===== src/rtl/pwm_fade_sequencer.sv =====
// rtl/pwm_fade_sequencer.sv - command-driven duty/fade sequencer for a bank of PWM channels
// Optional IRQ block (irq, irq_status, irq_clear) is built when PWM_FADE_IRQ_EN is defined.
module pwm_fade_sequencer #(
    parameter int                   BIT_WIDTH = 8,
    parameter int                   NUM_CH    = 4,
    parameter int                   RATE_W    = 8,
    parameter logic [BIT_WIDTH-1:0] MAX_RESET = {BIT_WIDTH{1'b1}},
    localparam int                  CH_W      = (NUM_CH > 1) ? $clog2(NUM_CH) : 1
) (
    input  logic                        clk,
    input  logic                        rst_n,
    input  logic                        cmd_valid,
    output logic                        cmd_ready,
    input  logic [1:0]                  cmd_op,
    input  logic [CH_W-1:0]             cmd_ch,
    input  logic [BIT_WIDTH-1:0]        cmd_data,
    input  logic [RATE_W-1:0]           cmd_rate,
    input  logic [NUM_CH*BIT_WIDTH-1:0] pwm_counter,
    output logic [NUM_CH-1:0]           pwm_enable,
    output logic [NUM_CH*BIT_WIDTH-1:0] pwm_duty,
    output logic [BIT_WIDTH-1:0]        pwm_max,
    output logic [NUM_CH-1:0]           ch_busy,
    output logic [NUM_CH-1:0]           fade_done
`ifdef PWM_FADE_IRQ_EN
    ,
    output logic                        irq,
    output logic [NUM_CH-1:0]           irq_status,
    input  logic [NUM_CH-1:0]           irq_clear
`endif
);

    typedef enum logic [1:0] {CH_OFF, CH_HOLD, CH_FADE} ch_state_t;
    typedef enum logic [1:0] {OP_SET = 2'b00, OP_FADE = 2'b01, OP_ENABLE = 2'b10, OP_SET_MAX = 2'b11} op_t;

    localparam logic [CH_W:0]        NUM_CH_L = (CH_W+1)'(NUM_CH);
    localparam logic [RATE_W-1:0]    ONE_R    = RATE_W'(1);
    localparam logic [BIT_WIDTH-1:0] ONE_D    = BIT_WIDTH'(1);

    logic                 cmd_pend;
    op_t                  op_r;
    logic [CH_W-1:0]      ch_r;
    logic [BIT_WIDTH-1:0] data_r;
    logic [RATE_W-1:0]    rate_r;
    logic [RATE_W-1:0]    rate_eff;
    logic                 ch_in_range;

    ch_state_t            state_q  [NUM_CH];
    ch_state_t            state_d  [NUM_CH];
    logic [BIT_WIDTH-1:0] duty_q   [NUM_CH];
    logic [BIT_WIDTH-1:0] duty_d   [NUM_CH];
    logic [BIT_WIDTH-1:0] pend_q   [NUM_CH];
    logic [BIT_WIDTH-1:0] pend_d   [NUM_CH];
    logic [BIT_WIDTH-1:0] tgt_q    [NUM_CH];
    logic [BIT_WIDTH-1:0] tgt_d    [NUM_CH];
    logic [BIT_WIDTH-1:0] step_val [NUM_CH];
    logic [RATE_W-1:0]    reload_q [NUM_CH];
    logic [RATE_W-1:0]    reload_d [NUM_CH];
    logic [RATE_W-1:0]    presc_q  [NUM_CH];
    logic [RATE_W-1:0]    presc_d  [NUM_CH];
    logic [NUM_CH-1:0]    pend_vld_q;
    logic [NUM_CH-1:0]    pend_vld_d;
    logic [NUM_CH-1:0]    cmd_hit;
    logic [NUM_CH-1:0]    period_end;
    logic [NUM_CH-1:0]    done_d;
    logic [BIT_WIDTH-1:0] max_d;

    assign cmd_ready   = ~cmd_pend;
    assign rate_eff    = (rate_r == '0) ? ONE_R : rate_r;
    assign ch_in_range = {1'b0, ch_r} < NUM_CH_L;

    for (genvar g = 0; g < NUM_CH; g++) begin : g_ch
        assign pwm_enable[g]                       = (state_q[g] != CH_OFF);
        assign ch_busy[g]                          = (state_q[g] == CH_FADE);
        assign pwm_duty[g*BIT_WIDTH +: BIT_WIDTH]  = duty_q[g];
        assign period_end[g] = pwm_enable[g] && (pwm_counter[g*BIT_WIDTH +: BIT_WIDTH] == pwm_max);
        assign cmd_hit[g]    = cmd_pend && (op_r != OP_SET_MAX) && ch_in_range && (ch_r == CH_W'(g));
        assign step_val[g]   = (tgt_q[g] > duty_q[g]) ? duty_q[g] + ONE_D : duty_q[g] - ONE_D;
    end

    // A command on a channel always overrides that channel's period-end work in the same cycle.
    always_comb begin
        max_d      = pwm_max;
        done_d     = '0;
        pend_vld_d = pend_vld_q;
        if (cmd_pend && op_r == OP_SET_MAX) begin
            max_d = data_r;
        end
        for (int i = 0; i < NUM_CH; i++) begin
            state_d[i]  = state_q[i];
            duty_d[i]   = duty_q[i];
            pend_d[i]   = pend_q[i];
            tgt_d[i]    = tgt_q[i];
            reload_d[i] = reload_q[i];
            presc_d[i]  = presc_q[i];
            if (cmd_hit[i]) begin
                case (op_r)
                    OP_SET: begin
                        if (state_q[i] == CH_OFF) begin
                            duty_d[i]     = data_r;
                            pend_vld_d[i] = 1'b0;
                        end else begin
                            pend_d[i]     = data_r;
                            pend_vld_d[i] = 1'b1;
                            state_d[i]    = CH_HOLD;
                        end
                    end
                    OP_FADE: begin
                        tgt_d[i]      = data_r;
                        reload_d[i]   = rate_eff;
                        presc_d[i]    = rate_eff;
                        pend_vld_d[i] = 1'b0;
                        if (data_r == duty_q[i]) begin
                            done_d[i] = 1'b1;
                            if (state_q[i] == CH_FADE) begin
                                state_d[i] = CH_HOLD;
                            end
                        end else begin
                            state_d[i] = CH_FADE;
                        end
                    end
                    OP_ENABLE: begin
                        if (!data_r[0]) begin
                            state_d[i] = CH_OFF;
                        end else if (state_q[i] == CH_OFF) begin
                            state_d[i] = CH_HOLD;
                        end
                    end
                    default: ;
                endcase
            end else if (period_end[i]) begin
                if (pend_vld_q[i]) begin
                    duty_d[i]     = pend_q[i];
                    pend_vld_d[i] = 1'b0;
                end
                if (state_q[i] == CH_FADE) begin
                    if (presc_q[i] <= ONE_R) begin
                        presc_d[i] = reload_q[i];
                        duty_d[i]  = step_val[i];
                        if (step_val[i] == tgt_q[i]) begin
                            state_d[i] = CH_HOLD;
                            done_d[i]  = 1'b1;
                        end
                    end else begin
                        presc_d[i] = presc_q[i] - ONE_R;
                    end
                end
            end
        end
    end

    always_ff @(posedge clk) begin
        if (!rst_n) begin
            cmd_pend   <= 1'b0;
            op_r       <= OP_SET;
            ch_r       <= '0;
            data_r     <= '0;
            rate_r     <= '0;
            pwm_max    <= MAX_RESET;
            fade_done  <= '0;
            pend_vld_q <= '0;
            for (int i = 0; i < NUM_CH; i++) begin
                state_q[i]  <= CH_OFF;
                duty_q[i]   <= '0;
                pend_q[i]   <= '0;
                tgt_q[i]    <= '0;
                reload_q[i] <= '0;
                presc_q[i]  <= '0;
            end
        end else begin
            cmd_pend <= cmd_valid && !cmd_pend;
            if (cmd_valid && !cmd_pend) begin
                op_r   <= op_t'(cmd_op);
                ch_r   <= cmd_ch;
                data_r <= cmd_data;
                rate_r <= cmd_rate;
            end
            pwm_max    <= max_d;
            fade_done  <= done_d;
            pend_vld_q <= pend_vld_d;
            for (int i = 0; i < NUM_CH; i++) begin
                state_q[i]  <= state_d[i];
                duty_q[i]   <= duty_d[i];
                pend_q[i]   <= pend_d[i];
                tgt_q[i]    <= tgt_d[i];
                reload_q[i] <= reload_d[i];
                presc_q[i]  <= presc_d[i];
            end
        end
    end

`ifdef PWM_FADE_IRQ_EN
    always_ff @(posedge clk) begin
        if (!rst_n) begin
            irq_status <= '0;
        end else begin
            irq_status <= (irq_status & ~irq_clear) | fade_done;
        end
    end

    assign irq = |irq_status;
`endif

endmodule


===== config.mk =====
export PLATFORM = sky130hd
export DESIGN_NAME = pwm_fade_sequencer
export DESIGN_NICKNAME = d
export VERILOG_FILES = /design/src/rtl/pwm_fade_sequencer.sv
export SDC_FILE = /design/constraint.sdc
export NUM_CORES = 1
export LEC_CHECK = 0
export CORE_ASPECT_RATIO = 0.7
export CORE_MARGIN = 8
export CORE_UTILIZATION = 25
export DETAILED_ROUTE_END_ITERATION = 8
export PLACE_DENSITY = 0.43
export RECOVER_POWER = 50
export SYNTH_ARGS = -nofsm -noshare
export SYNTH_HDL_FRONTEND = slang
export SYNTH_SLANG_ARGS = --single-unit

===== constraint.sdc =====
create_clock -name clk -period 3.8 [get_ports clk]
set_clock_uncertainty 0.2 [all_clocks]
set_input_delay 0.76 -clock clk [delete_from_list [all_inputs] [get_ports clk]]
set_output_delay 0.76 -clock clk [all_outputs]
set_load 0.1 [all_outputs]

Word level (Yosys, flattened, before mapping)
Memory sizes are Yosys's and may differ from the RTL's.
Index checks and enable logic that the tools add are counted.
{"block": "word_totals", "mem_bits_rw": 168, "memories": 6, "reg_bits": 37, "out_inout_bits": 53, "word_cells": 315}
{"block": "classes", "n_eq_ne": 27, "n_reduce_logical": 31, "n_addsub": 12, "order_cmp": 8, "n_bitwise": 25, "n_mux": 195}
{"name": "duty_q", "depth": 4, "width": 8, "rd": 4, "rd_ports_with_merged_regs": 0, "wr": 4, "line_no": "49", "text": "logic [BIT_WIDTH-1:0] duty_q [NUM_CH];"}
{"name": "pend_q", "depth": 4, "width": 8, "rd": 4, "rd_ports_with_merged_regs": 0, "wr": 4, "line_no": "51", "text": "logic [BIT_WIDTH-1:0] pend_q [NUM_CH];"}
{"name": "presc_q", "depth": 4, "width": 8, "rd": 4, "rd_ports_with_merged_regs": 0, "wr": 4, "line_no": "58", "text": "logic [RATE_W-1:0] presc_q [NUM_CH];"}
{"name": "reload_q", "depth": 4, "width": 8, "rd": 4, "rd_ports_with_merged_regs": 0, "wr": 4, "line_no": "56", "text": "logic [RATE_W-1:0] reload_q [NUM_CH];"}
{"name": "tgt_q", "depth": 4, "width": 8, "rd": 4, "rd_ports_with_merged_regs": 0, "wr": 4, "line_no": "53", "text": "logic [BIT_WIDTH-1:0] tgt_q [NUM_CH];"}
{"name": "state_q", "depth": 4, "width": 2, "rd": 4, "rd_ports_with_merged_regs": 0, "wr": 4, "line_no": "47", "text": "ch_state_t state_q [NUM_CH];"}
{"op": "8-bit two-way mux", "n": 101}
{"op": "8-bit == test", "n": 12}
{"op": "2-bit two-way mux", "n": 44}
{"op": "8-bit by 1-bit subtractor with 8-bit output, second input constant", "n": 8}
{"op": "1-bit two-way mux", "n": 42}
{"op": "8-bit by 1-bit adder with 8-bit output, second input constant", "n": 4}
{"op": "8-bit greater-than comparator", "n": 4}
{"op": "8-bit by 1-bit less-or-equal comparator with 1-bit output, second input constant", "n": 4}
{"op": "1-bit OR", "n": 24}
{"op": "2-bit case mux with 3 select lines", "n": 4}
{"op": "2-bit == test, second input constant", "n": 8}
{"op": "2-bit nonzero test", "n": 8}
{"op": "2-bit logical NOT", "n": 6}
{"op": "3-bit by 1-bit inequality test with 1-bit output, second input constant", "n": 4}
{"op": "1-bit logical AND", "n": 11}
{"op": "8-bit logical NOT", "n": 1}
{"op": "1-bit case mux with 2 select lines", "n": 4}
{"op": "2-bit AND reduction", "n": 4}
{"op": "2-bit by 1-bit == test with 1-bit output, second input constant", "n": 2}
{"op": "2-bit inequality test, second input constant", "n": 1}
{"op": "1-bit logical NOT", "n": 1}
{"op": "1-bit NOT", "n": 1}

Longest topological paths before layout
An unclocked memory read counts as a cell.
{"block": "logic_depth", "depth_word": 10, "ltp_mapped": 19, "depth_no_buf": 17}

Worst setup path after synthesis
Ideal clock, no wire load.
{"block": "synth_timing", "kind": "register -> register", "startpoint": "mem duty_q[0][1]", "endpoint": "mem state_q[0][1] (netlist bit)", "period_less_slack_ns": 4.801, "path_buffers": 1, "path_slack_ns": -1.001, "arrival_time_ns": 4.487, "setup_time_ns": 0.114, "stages_incl_launch_ff": 19, "cell_sequence": "dfxtp_1 inv_1 ha_1 nor2b_1 o21a_1 o21a_1 o21ai_0 nand2_1 inv_1 ha_1 clkbuf_1 a31o_2 nor4_1 o21ai_0 nor3_2 nand4_1 or3_1 a21oi_1 a21bo_1"}
{"element": "start: declaration", "line_no": "49"}
{"element": "end: declaration", "line_no": "47"}

==> impl_metrics.csv <==
group,metric,value,unit
clock_network,clockBufferDepth,3,
grt,grt_pass1_wl,77800,um
clock_network,insertion_delay,0.54,ns
hold_path,hold_path_end,"reload_q[1][7]",
timing,rsz0062_at_grt,"yes",
timing,fin_crit_sh,100.6,%
hold_path,hold_path.class,"reg2reg",
critical_path,worst-setup-path-type,"reg2reg",
hold_path,whs_path_depth,2,
clock_network,cts_made_buffers,27,
synth,synth_seq_cells,205,
route,finalWirelength,51680,um
critical_path,r2r_cells,15,
layout,utilization,31.99,%
clock_network,root_buffer,"clkbuf_16",
grt,grt_max_degree,84,
timing,setup_viol,2,
run,cap_violations,0,
layout,multi_input_area,0.008989,sq mm
floorplan,dieArea,0.06167,sq mm
synth,netlist_area,0.01347,sq mm
critical_path,worst-r2r-setup-slack,-0.02,ns
timing,hold_viol,0,
route,wire_per_inst,19.42,um
critical_path,regToRegStartpoint,"duty_q[3][1]",
synth,yosys_warnings,0,
critical_path,r2r-end,"state_q[3][1]",
layout,seqCellArea,0.004209,sq mm
critical_path,max_stage_delay,0.55,ns
critical_path,arrival,4.09,ns
critical_path,worst_ep_required_time,4.07,ns
grt,overflow,0,
timing,period_minus_slack,3.821,ns
route,drtIter0Drc,880,
place,io_buffers,107,
floorplan,fp.coreArea,0.05348,sq mm
power_and_ir_drop,power.density,394.0,mW/mm^2
route,drtPass1Iterations,5,
grt,grt_pass1_vias,12370,
clock_network,htreeDepth,1,
status,outcome,"finished, violations left",
route,viasPerCell,4.947,
synth,ys_async_sr_fraction,0,%
critical_path,cp_max_fo,3,
critical_path,worstPathCellList,"inv_4 > ha_4 > nor2b_4 > o211ai_1 > a21oi_1 > o32a_1 > fa_1 > xnor2_2 > a311o_1 > a211oi_2 > nand4b_1 > nor4_2 > and4b_1 > o2bb2ai_2 > mux2i_1",
floorplan,die_h,210.2,um
clock_network,cts_sinks,205,
place,place_inst,2594,
clock_network,path_clk_slew,0.06,ns
route,drc,0,
place,dp_hpwl,37460,um
route,ant_nets,0,
synth,ys.flop_type,"dfxtp_1",
timing,max_slew_margin,15.80,%
layout,fill_cells,5783,
hold_path,min_from,"reload_q[1][7]",
timing,fin_ws,-0.02096,ns
layout,drive_gt1_share,15.65,%
synth,netlist_instances,1767,
power_and_ir_drop,p_leak,6.310,nW
critical_path,critPathLaunchType,"flop",
critical_path,endpoint_kind,"flop",
layout,fin_cells,2661,
floorplan,start_util,25.18,%
synth,syn_nets,1898,
power_and_ir_drop,finalPower,6.741,mW
floorplan,rows,71,
timing,maxSlewViolCount,0,
timing,fmax,0.2617,GHz
clock_network,cts_tree,"done",
synth,ys_seq_area_share,30.47,%
route,dr_total_vias,13160,
floorplan,die_x,293.4,um
synth,synth_edf_count,0,
timing,tightest_slew,1.246,ns
layout,area_growth,27.04,%
floorplan,ios,108,
power_and_ir_drop,vdd_drop_max,276.9,uV
layout,nets,2041,
synth,synth_cell_type_count,71,
grt,antenna_found_initial,2,
critical_path,slowest_stage,"fa_1",
place,gp_congestion,0.8832,
status,violations,"setup timing",
grt,track_usage,15.93,%
synth,syn_area_per_cell,7.621,sq um
-- registers in the layout (all words and copies together), names as in the netlist --
name and count:
ch_r 2, cmd_pend 1, data_r 8, duty_q 32
fade_done 4, op_r 2, pend_q 32, pend_vld_q 4
presc_q 32, pwm_max 8, rate_r 8, reload_q 32
state_q 8, tgt_q 32
-- synth_stat cells, drive strengths merged, types with 3 or more instances --
library cell / instances / share of area, %
mux2: 3 / 0.25
a311oi: 11 / 0.72
nor4bb: 3 / 0.22
a31o: 3 / 0.20
a21oi: 184 / 6.8
inv: 74 / 2.1
nor2b: 16 / 0.74
o21a: 10 / 0.56
a21boi: 5 / 0.28
or3: 10 / 0.46
mux2i: 47 / 3.5
nand2: 252 / 7.0
dfxtp: 205 / 30
a31oi: 13 / 0.60
o211a: 15 / 1.1
nor3: 26 / 1.0
o22ai: 3 / 0.14
o32a: 5 / 0.37
fa: 4 / 0.59
and3: 5 / 0.23
nand4: 23 / 1.1
o31ai: 4 / 0.22
o31a: 3 / 0.20
nor2: 173 / 4.8
a21o: 13 / 0.72
xnor2: 89 / 5.8
nand3: 50 / 1.9
nand2b: 13 / 0.60
o2111ai: 4 / 0.26
a2111oi: 4 / 0.26
or2: 8 / 0.37
nor3b: 6 / 0.33
o311a: 3 / 0.22
buf: 8 / 0.31
clkbuf: 121 / 3.4
nor4: 16 / 0.79
ha: 72 / 6.7
and2: 12 / 0.56
a211oi: 90 / 5.1
nand4b: 3 / 0.20
o21ai: 60 / 2.2
o211ai: 24 / 1.3
xor2: 40 / 2.6
or4: 7 / 0.47
-- worst max-delay path: cells and delay by family, from the launching register on --
kind	cells	cell delay, ns
compound gates	6	1.35
xor+xnor	1	0.17
fa+ha+maj	2	0.78
buf+inv	1	0.04
flops	1	0.36
mux	1	0.20
simple gates	4	0.66
-- final cells by class --
type | instances | area share (%)
Multi-Input combinational cell | 1359 | 52.54
Sequential cell | 205 | 24.60
Timing Repair Buffer | 243 | 10.63
Tap cell | 730 | 5.339
Clock buffer | 36 | 4.688
Inverter | 74 | 1.726
Clock inverter | 13 | 0.4608
Antenna cell | 1 | 0.01463
-- timing repair --
action | 4_1_cts | 5_1_grt
pin swaps | 1 | 36
gates resized for setup | 12 | 80
endpoints found under the setup margin | 10 | 14
hold buffers | 0 | 0
setup buffers | 2 | 15
hold endpoints to repair | 0 | 0
-- through the flow --
| step | cell area (sq um) | setup TNS, ns | hold slack, ns | worst slack (ns) |
|---|---|---|---|---|
| floorplan | 13590 | -0.1032 | 0.2323 | -0.1032 |
| global placement | 15890 | -0.3889 | 0.2439 | -0.09540 |
| detailed placement | 15890 | -0.6470 | 0.2455 | -0.1085 |
| CTS | 16830 | -0.03285 | 0.2536 | -0.03259 |
| global route | 17110 | -0.6402 | 0.2766 | -0.1150 |
| finish | 17110 | -0.03409 | 0.2538 | -0.02096 |
-- cells by family (layout without fill, tap and decap cells) --
family          after synthesis  count (layout)  share of synthesized area, %
compound gates              473             473                         22.62
xor+xnor                    133             133                         9.077
fa+ha+maj                    76              76                         7.284
buf+inv                     203             366                         5.742
flops                       205             205                         30.47
mux                          50              50                         3.744
other cells                   0               1                             0
simple gates                627             627                         21.05
-- placed cells by master, fill, tap and decap left out, types with 49 or more instances in the layout --
master	instances
o21ai_0	49
nor2_1	170
clkdlybuf4s50_1	62
a21oi_1	173
nand3_1	50
a211oi_1	86
buf_4	128
xnor2_1	87
nand2_1	251
dfxtp_1	171
inv_1	67
ha_1	58
-- how the worst max path moves through the flow --
stage | start | end
after floorplan | duty_q[0][7] | state_q[0][1]
final | duty_q[3][1] | state_q[3][1]
after global routing | duty_q[0][1] | state_q[0][1]
after CTS | duty_q[0][1] | state_q[0][1]
after global placement | duty_q[2][1] | state_q[2][0]
after detailed placement | duty_q[2][1] | state_q[2][0]
-- metal layers --
layer | vias up | GRT usage [%] | share of wire (%)
met3 | 72 | 2.586 | 5.2
met4 | 2 | 2.988 | 2.2
li1 | 6508 | - | -
met2 | 353 | 22.93 | 40
met5 | - | 0 | 0.023
met1 | 6229 | 24.63 | 53
-- where the power goes --
part / internal, mW / switching [mW] / leakage [nW]
logic: 0.779 / 1.17 / 4.20
registers: 2.18 / 0.0576 / 1.68
clock network: 1.48 / 1.08 / 0.433
Note: power is estimated with default switching activity, not from simulation.
